**src/rtl/serial_subtractor.sv**
```systemverilog
// serial_subtractor: multi-cycle a - b - bin, computed LSB-first in
// BITS_PER_CYCLE-bit chunks with the borrow carried between steps in a
// register. Result, borrow-out and signed overflow are published together
// when the last chunk completes.
// Optional feature: define SERIAL_SUB_SAT_EN to floor the difference at 0
// whenever the subtraction borrows out of the MSB (bout and ovf unchanged).
module serial_subtractor #(
  parameter int WIDTH          = 8,
  parameter int BITS_PER_CYCLE = 1
) (
  input  logic             clk,
  input  logic             rst,
  input  logic             start,
  input  logic [WIDTH-1:0] a,
  input  logic [WIDTH-1:0] b,
  input  logic             bin,
  output logic             busy,
  output logic             done,
  output logic [WIDTH-1:0] diff,
  output logic             bout,
  output logic             ovf
);

  localparam int STEPS = WIDTH / BITS_PER_CYCLE;
  localparam int CNT_W = (STEPS > 1) ? $clog2(STEPS) : 1;
  localparam int IDX_W = $clog2(WIDTH);
  localparam logic [CNT_W-1:0] LAST = CNT_W'(STEPS - 1);

  typedef enum logic [1:0] {
    IDLE = 2'b00,
    RUN  = 2'b01,
    DONE = 2'b10
  } state_t;

  state_t state;
  state_t state_next;

  // Captured operands stay unshifted; the active chunk is selected by cnt.
  logic [WIDTH-1:0]          a_q;
  logic [WIDTH-1:0]          b_q;
  logic [WIDTH-1:0]          acc;
  logic                      borrow;
  logic [CNT_W-1:0]          cnt;

  logic [IDX_W-1:0]          base;
  logic [BITS_PER_CYCLE-1:0] a_chunk;
  logic [BITS_PER_CYCLE-1:0] b_chunk;
  logic [BITS_PER_CYCLE:0]   step;
  logic                      step_borrow;
  logic [WIDTH-1:0]          chunk_ext;
  logic [WIDTH-1:0]          acc_next;
  logic                      last_step;
  logic                      capture;

  // Unsigned floor: a borrow out of the MSB means the true result is negative.
  function automatic logic [WIDTH-1:0] sat_floor(input logic [WIDTH-1:0] raw,
                                                 input logic             brw);
`ifdef SERIAL_SUB_SAT_EN
    return brw ? '0 : raw;
`else
    return (brw & 1'b0) ? '0 : raw;
`endif
  endfunction

  // Two's-complement overflow of a - b: operand signs differ and the result
  // sign does not follow the minuend.
  function automatic logic signed_ovf(input logic a_msb,
                                      input logic b_msb,
                                      input logic r_msb);
    return (a_msb ^ b_msb) & (a_msb ^ r_msb);
  endfunction

  // One chunk of the subtraction plus the shift-in of its result bits.
  always_comb begin
    base        = IDX_W'(cnt) * IDX_W'(BITS_PER_CYCLE);
    a_chunk     = a_q[base +: BITS_PER_CYCLE];
    b_chunk     = b_q[base +: BITS_PER_CYCLE];
    step        = {1'b0, a_chunk} - {1'b0, b_chunk}
                  - {{BITS_PER_CYCLE{1'b0}}, borrow};
    step_borrow = step[BITS_PER_CYCLE];
    chunk_ext   = WIDTH'(step[BITS_PER_CYCLE-1:0]);
    acc_next    = (acc >> BITS_PER_CYCLE) | (chunk_ext << (WIDTH - BITS_PER_CYCLE));
    last_step   = (cnt == LAST);
    capture     = start && ((state == IDLE) || (state == DONE));
  end

  // Next-state logic: start is honoured only outside RUN.
  always_comb begin
    state_next = state;
    case (state)
      IDLE:    if (start) state_next = RUN;
      RUN:     if (last_step) state_next = DONE;
      DONE:    state_next = start ? RUN : IDLE;
      default: state_next = IDLE;
    endcase
  end

  // State register; reset wins over any start at the same edge.
  always_ff @(posedge clk) begin
    if (rst) state <= IDLE;
    else     state <= state_next;
  end

  // Operand capture, per-step accumulation and result publication.
  always_ff @(posedge clk) begin
    if (rst) begin
      a_q    <= '0;
      b_q    <= '0;
      acc    <= '0;
      borrow <= 1'b0;
      cnt    <= '0;
      diff   <= '0;
      bout   <= 1'b0;
      ovf    <= 1'b0;
    end else if (capture) begin
      a_q    <= a;
      b_q    <= b;
      borrow <= bin;
      acc    <= '0;
      cnt    <= '0;
    end else if (state == RUN) begin
      acc    <= acc_next;
      borrow <= step_borrow;
      if (last_step) begin
        cnt  <= '0;
        diff <= sat_floor(acc_next, step_borrow);
        bout <= step_borrow;
        ovf  <= signed_ovf(a_q[WIDTH-1], b_q[WIDTH-1], acc_next[WIDTH-1]);
      end else begin
        cnt  <= cnt + 1'b1;
      end
    end
  end

  assign busy = (state == RUN);
  assign done = (state == DONE);

endmodule

```
**config.mk**
```make
export PLATFORM = sky130hd
export DESIGN_NAME = serial_subtractor
export DESIGN_NICKNAME = d
export VERILOG_FILES = /design/src/rtl/serial_subtractor.sv
export SDC_FILE = /design/constraint.sdc
export NUM_CORES = 1
export LEC_CHECK = 0
export CAP_MARGIN = 20
export CORE_ASPECT_RATIO = 0.75
export CORE_MARGIN = 2
export CORE_UTILIZATION = 45
export DETAILED_ROUTE_END_ITERATION = 8
export PLACE_DENSITY = 0.74
export SLEW_MARGIN = 20
export SYNTH_ARGS = -nofsm -noshare
export SYNTH_HDL_FRONTEND = slang
export SYNTH_SLANG_ARGS = --single-unit
```
**constraint.sdc**
```tcl
create_clock -name clk -period 2.5 [get_ports clk]
set_input_delay 0.625 -clock clk [delete_from_list [all_inputs] [get_ports clk]]
set_output_delay 0.625 -clock clk [all_outputs]
set_load 0.03 [all_outputs]
```
==> results of run 1 <==
## worst min path at each step
stage	from	to	slack [ns]	cells after the start
after floorplan	a_q[1]	a_q[1]	0.43	2
after global placement	diff[0]	diff[0]	0.44	2
after detailed placement	diff[3]	diff[3]	0.45	2
after CTS	diff[3]	diff[3]	0.46	2
after global routing	diff[7]	diff[7]	0.47	2
final	diff[7]	diff[7]	0.46	2
## logic make-up after synthesis
kind of cell | after synthesis | share of synthesized area
fa+ha+maj | 3 | 0.02875
mux | 6 | 0.08067
compound gates | 38 | 0.1286
buf+inv | 14 | 0.04153
flops | 39 | 0.4984
simple gates | 84 | 0.2220
## final cells by class
| type | instances | area, um^2 | share of cell area |
|---|---|---|---|
| Clock buffer | 8 | 100.1 | 0.04984 |
| Inverter | 2 | 7.507 | 0.003738 |
| Multi-Input combinational cell | 131 | 720.7 | 0.3589 |
| Sequential cell | 39 | 782.0 | 0.3894 |
| Tap cell | 40 | 50.05 | 0.02492 |
| Timing Repair Buffer | 36 | 347.8 | 0.1732 |
## stage by stage
step	util	setup WS [ns]	hold WS [ns]	area, um^2	instances
2_1_floorplan	-	0.2015	0.4315	1567	184
3_3_place_gp	0.5760	0.1154	0.4432	1907	248
3_5_place_dp	0.5760	0.03063	0.4487	1907	248
4_1_cts	0.6062	0.02777	0.4584	2007	256
5_1_grt	0.6066	0.02834	0.4690	2008	256
6_report	0.6066	0.1429	0.4551	2008	256
## where the power goes
part | internal [mW] | switching (mW) | total [mW]
clock | 0.252 | 0.204 | 0.455
sequential | 0.642 | 0.0156 | 0.658
combinational | 0.0677 | 0.0662 | 0.134
total | 0.962 | 0.285 | 1.25
## layer usage
| layer | vias up | track usage | routed length [um] | share of wire |
|---|---|---|---|---|
| met2 | 26 | 0.2890 | 1445 | 0.44 |
| met1 | 611 | 0.2458 | 1664 | 0.51 |
| met3 | 2 | 0.06159 | 154 | 0.047 |
| met4 | 0 | 0.04403 | 12 | 0.0037 |
| li1 | 673 | - | - | - |
| met5 | - | 0 | 0 | 0 |
## cell usage in the layout, fill, tap and decap left out
cell / netlist / layout
a2111oi_0: 1 / 1
a211oi_1: 2 / 2
a21oi_1: 34 / 34
and3b_1: 2 / 2
buf_4: 0 / 5
clkbuf_1: 6 / 1
clkbuf_8: 0 / 7
clkdlybuf4s50_1: 0 / 31
dfxtp_1: 39 / 38
dfxtp_2: 0 / 1
fa_1: 1 / 1
ha_1: 2 / 2
inv_1: 2 / 2
mux2_2: 1 / 1
mux2i_1: 1 / 1
mux4_1: 4 / 4
nand2_1: 67 / 67
nand2b_1: 3 / 3
nand3b_1: 1 / 1
nor2_1: 6 / 6
nor2b_1: 2 / 2
nor3_1: 2 / 2
o21a_1: 1 / 1
or3_2: 1 / 1
## what timing repair did
item,CTS,global route
hold buffers,0,0
setup endpoints to repair,0,1
resized for setup,0,1
## critical path: stages, from the launching register on
cell      delay, ns
dfxtp_2        0.42
mux4_1         0.57
mux2_2         0.29
fa_1           0.49
and3b_1        0.20
a211oi_1       0.20
nor3_1         0.07
## registers in the layout, summed over array words and instances, names as in the netlist
| register | cells |
|---|---|
| acc | 7 |
| borrow | 1 |
| cnt | 3 |
| bout | 1 |
| diff | 8 |
| b_q | 8 |
| state | 2 |
| ovf | 1 |
| a_q | 8 |
==> results.sh, run 1 <==
export IMPL_fin_nets=238
export IMPL_syn_avg_cell_area_um2=8.514
export IMPL_rsz0062_at_grt="false"
export IMPL_setup_tns_final_ns=0
export IMPL_r2r_cells=6
export IMPL_cts_tree="yes"
export IMPL_cp_end_kind="flip-flop"
export IMPL_synth_top_area_frac=0.4984
export IMPL_synth_area_um2=1567
export IMPL_hpwl_um=2413
export IMPL_critPathKind="reg2reg"
export IMPL_synthTopCellsByArea="dfxtp_1 50%, nand2_1 16%, a21oi_1 11%"
export IMPL_start_kind="flip-flop"
export IMPL_die_x_um=72.13
export IMPL_period_share=0.9429
export IMPL_yosysMostFrequentCell="nand2_1"
export IMPL_start_util=0.4732
export IMPL_antenna_found_initial=0
export IMPL_first_pass_iters=4
export IMPL_ant_nets=0
export IMPL_cts_clk_slew_worst_paths_ns=0.07
export IMPL_worstSkewPairLatency_ns=0.28
export IMPL_portBuffers=31
export IMPL_drc=0
export IMPL_ir_drop_uv=365.8
export IMPL_synth_cell_types=23
export IMPL_viasPerCell=5.125
export IMPL_die_height_um=55.10
export IMPL_final_hold_viol_count=0
export IMPL_worstReg2RegEnd="ovf"
export IMPL_total_power_mw=1.247
export IMPL_wl_um=3277
export IMPL_numCtsBuffers=5
export IMPL_async_reset_ff_frac=0
export IMPL_crit_end="ovf"
export IMPL_setup_viol=0
export IMPL_p_leak_nw=0.7390
export IMPL_crit_fanout=7
export IMPL_drt_initial_drc_count=48
export IMPL_overflow=0
export IMPL_insertedDiodeCount=0
export IMPL_dieArea_um2=3974
export IMPL_skew_ns=0.005386
export IMPL_htreeDepth=2
export IMPL_yosysTopAreaCell="dfxtp_1"
export IMPL_max_freq_mhz=424.2
export IMPL_cp_arrival_ns=2.52
export IMPL_ys_seq_area_frac=0.4984
export IMPL_grtUsageTotal=0.1832
export IMPL_detail_route_wl_per_cell_um=12.80
export IMPL_synth_flop_cell="dfxtp_1"
export IMPL_place_congestion=0.8543
export IMPL_synth_common_cells="67 x nand2_1, 39 x dfxtp_1, 34 x a21oi_1"
export IMPL_synth_nets=207
export IMPL_reg2reg_from="cnt[0]"
export IMPL_max_cap_violations=0
export IMPL_grt_start_max_net_pins=30
export IMPL_final_layout_size_suffix_gt1_frac=0.06944
export IMPL_cts_setup_buffers=0
export IMPL_fin_crit_ns=2.357
export IMPL_required_ns=2.66
export IMPL_status="completed"
export IMPL_power_density_nw_per_um2=621.0
export IMPL_dr_total_vias=1312
export IMPL_fill_cells=294
export IMPL_synth_edf_count=0
export IMPL_reg2reg_slack_ns=0.14
export IMPL_core_um2=3311
export IMPL_area_delta_synth_final_pct=28.20
export IMPL_tightest_slew_ns=0.4388
export IMPL_crit_start="cnt[0]"
export IMPL_maxSlewViolCount=0
export IMPL_clock_root_buffer="clkbuf_8"
export IMPL_ios=32
export IMPL_grt_pass1_wl_um=5451
export IMPL_clockBufferDepth=2
export IMPL_ys_warn_count=0
export IMPL_cts_sinks=39
export IMPL_ys_ff_latch=39
export IMPL_timing_slew_headroom=0.7066
export IMPL_grt_pass1_vias=1202
export IMPL_hold_class="reg2reg"
export IMPL_row_count=18
export IMPL_postSynthCellCount=184
(Power assumes the default switching activity.)
==> inputs of run 2 (changes only) <==
--- a/config.mk
+++ b/config.mk
@@ -6,7 +6,6 @@
 export NUM_CORES = 1
 export LEC_CHECK = 0
 export CAP_MARGIN = 20
-export CORE_ASPECT_RATIO = 0.75
 export CORE_MARGIN = 2
 export CORE_UTILIZATION = 45
 export DETAILED_ROUTE_END_ITERATION = 8
==> run 2 against run 1 <==
  * Maximum frequency rose by 0.30%
  * Global-route usage shrank 0.96 points
  * Flip-flop and latch count unchanged
  * Highest routed layer unchanged
  * Worst hold slack gained 0.0038 ns
  * Final area is essentially flat
  * Sequential share of layout area about the same
  * First-iteration DRC count increased by 44%
  * Clock-buffer cell count is 2 lower
  * Critical path depth unchanged
  * Register-to-register slack is essentially flat
==> results.sh, run 2 (synthesis results as in run 1) <==
export IMPL_htreeDepth=2
export IMPL_overflow=0
export IMPL_worstSkewPairLatency_ns=0.35
export IMPL_grt_pass1_wl_um=5395
export IMPL_hold_class="reg2reg"
export IMPL_drc=0
export IMPL_area_delta_synth_final_pct=28.27
export IMPL_cp_end_kind="flip-flop"
export IMPL_max_freq_mhz=425.5
export IMPL_final_layout_size_suffix_gt1_frac=0.07834
export IMPL_cp_arrival_ns=2.60
export IMPL_start_kind="flip-flop"
export IMPL_final_hold_viol_count=0
export IMPL_grt_pass1_vias=1202
export IMPL_wl_um=3042
export IMPL_core_um2=3337
export IMPL_portBuffers=31
export IMPL_reg_top3="a_q (8), b_q (8), diff (8)"
export IMPL_place_congestion=0.9041
export IMPL_p_leak_nw=0.7405
export IMPL_fin_nets=239
export IMPL_hpwl_um=2213
export IMPL_die_height_um=63
export IMPL_layout_common_cells="67 x nand2_1, 38 x dfxtp_1, 34 x a21oi_1, 31 x clkdlybuf4s50_1"
export IMPL_skew_ns=0.007125
export IMPL_detail_route_wl_per_cell_um=11.57
export IMPL_dr_total_vias=1331
export IMPL_rsz0062_at_grt="false"
export IMPL_status="completed"
export IMPL_crit_path_cell_trace="mux4_1 -> mux2_2 -> fa_1 -> and3b_1 -> a211oi_1 -> nor3_1"
export IMPL_first_pass_iters=4
export IMPL_numCtsBuffers=5
export IMPL_required_ns=2.75
export IMPL_ir_drop_uv=404.1
export IMPL_period_share=0.9400
export IMPL_clockBufferDepth=2
export IMPL_ios=32
export IMPL_total_power_mw=1.226
export IMPL_setup_tns_final_ns=0
export IMPL_slowest_stage="mux4_1"
export IMPL_dieArea_um2=3969
export IMPL_timing_slew_headroom=0.7041
export IMPL_critPathKind="reg2reg"
export IMPL_cts_sinks=39
export IMPL_fin_crit_ns=2.350
export IMPL_max_cap_violations=0
export IMPL_drt_initial_drc_count=69
export IMPL_die_x_um=63
export IMPL_power_density_nw_per_um2=610.0
export IMPL_maxSlewViolCount=0
export IMPL_ant_nets=0
export IMPL_tightest_slew_ns=0.4425
export IMPL_clock_root_buffer="clkbuf_4"
export IMPL_insertedDiodeCount=0
export IMPL_critPathMaxStageDelay_ns=0.57
export IMPL_crit_fanout=7
export IMPL_antenna_found_initial=0
export IMPL_viasPerCell=5.061
export IMPL_cts_tree="yes"
export IMPL_grtUsageTotal=0.1736
export IMPL_start_util=0.4694
export IMPL_cts_clk_slew_worst_paths_ns=0.11
export IMPL_grt_start_max_net_pins=18
export IMPL_final_common_cell="nand2_1"
export IMPL_setup_viol=0
export IMPL_row_count=21
## run 2: power breakdown
group / total [mW] / internal [mW] / switching, mW
Clock: 0.436 / 0.236 / 0.199
Combinational: 0.133 / 0.0687 / 0.0641
Sequential: 0.657 / 0.642 / 0.0150
## run 2: metal layers
layer	track usage	routed length, um	vias up	part of all wire
met5	0	0	-	0
met4	0.08333	56	0	0.018
met3	0.05586	203	6	0.067
met2	0.2633	1381	34	0.45
met1	0.2226	1401	616	0.46
li1	-	-	675	-
## run 2: final timing paths
path            from       to  slack (ns)  depth (start not counted)
max           cnt[0]      ovf        0.15                          6
min          diff[7]  diff[7]        0.46                          2
max reg2reg   cnt[0]      ovf        0.15                          6
min reg2reg  diff[7]  diff[7]        0.46                          2
## run 2: final cells by class
type | count | area [um^2]
Tap cell | 46 | 57.56
Clock buffer | 6 | 51.30
Clock inverter | 2 | 35.03
Timing Repair Buffer | 37 | 355.3
Sequential cell | 39 | 782.0
Fill cell | 321 | 1328
Inverter | 2 | 7.507
Multi-Input combinational cell | 131 | 720.7
## run 2: what timing repair did
action,CTS,global route
resized for setup,0,1
setup buffers,0,0
hold buffers,0,0
endpoints found under the setup margin,0,1
## run 2: critical path: cells and delay by family, from the launching register on
family,cells,cell delay [ns]
muxes,2,0.86
adders and majority gates,1,0.49
DFF,1,0.42
and+or+nand+nor,2,0.29
AOI/OAI and AO/OA,1,0.20
## run 2: per-stage QoR
step                hold slack [ns]  area, um^2  instances  worst slack (ns)  utilization
detailed placement           0.4481        1922        255           0.06064       0.5759
global placement             0.4422        1922        255            0.1229       0.5759
CTS                          0.4634        2008        263           0.04907       0.6018
global route                 0.4906        2009        263           0.01303       0.6022
floorplan                    0.4315        1567        184            0.2015            -
finish                       0.4589        2009        263            0.1500       0.6022
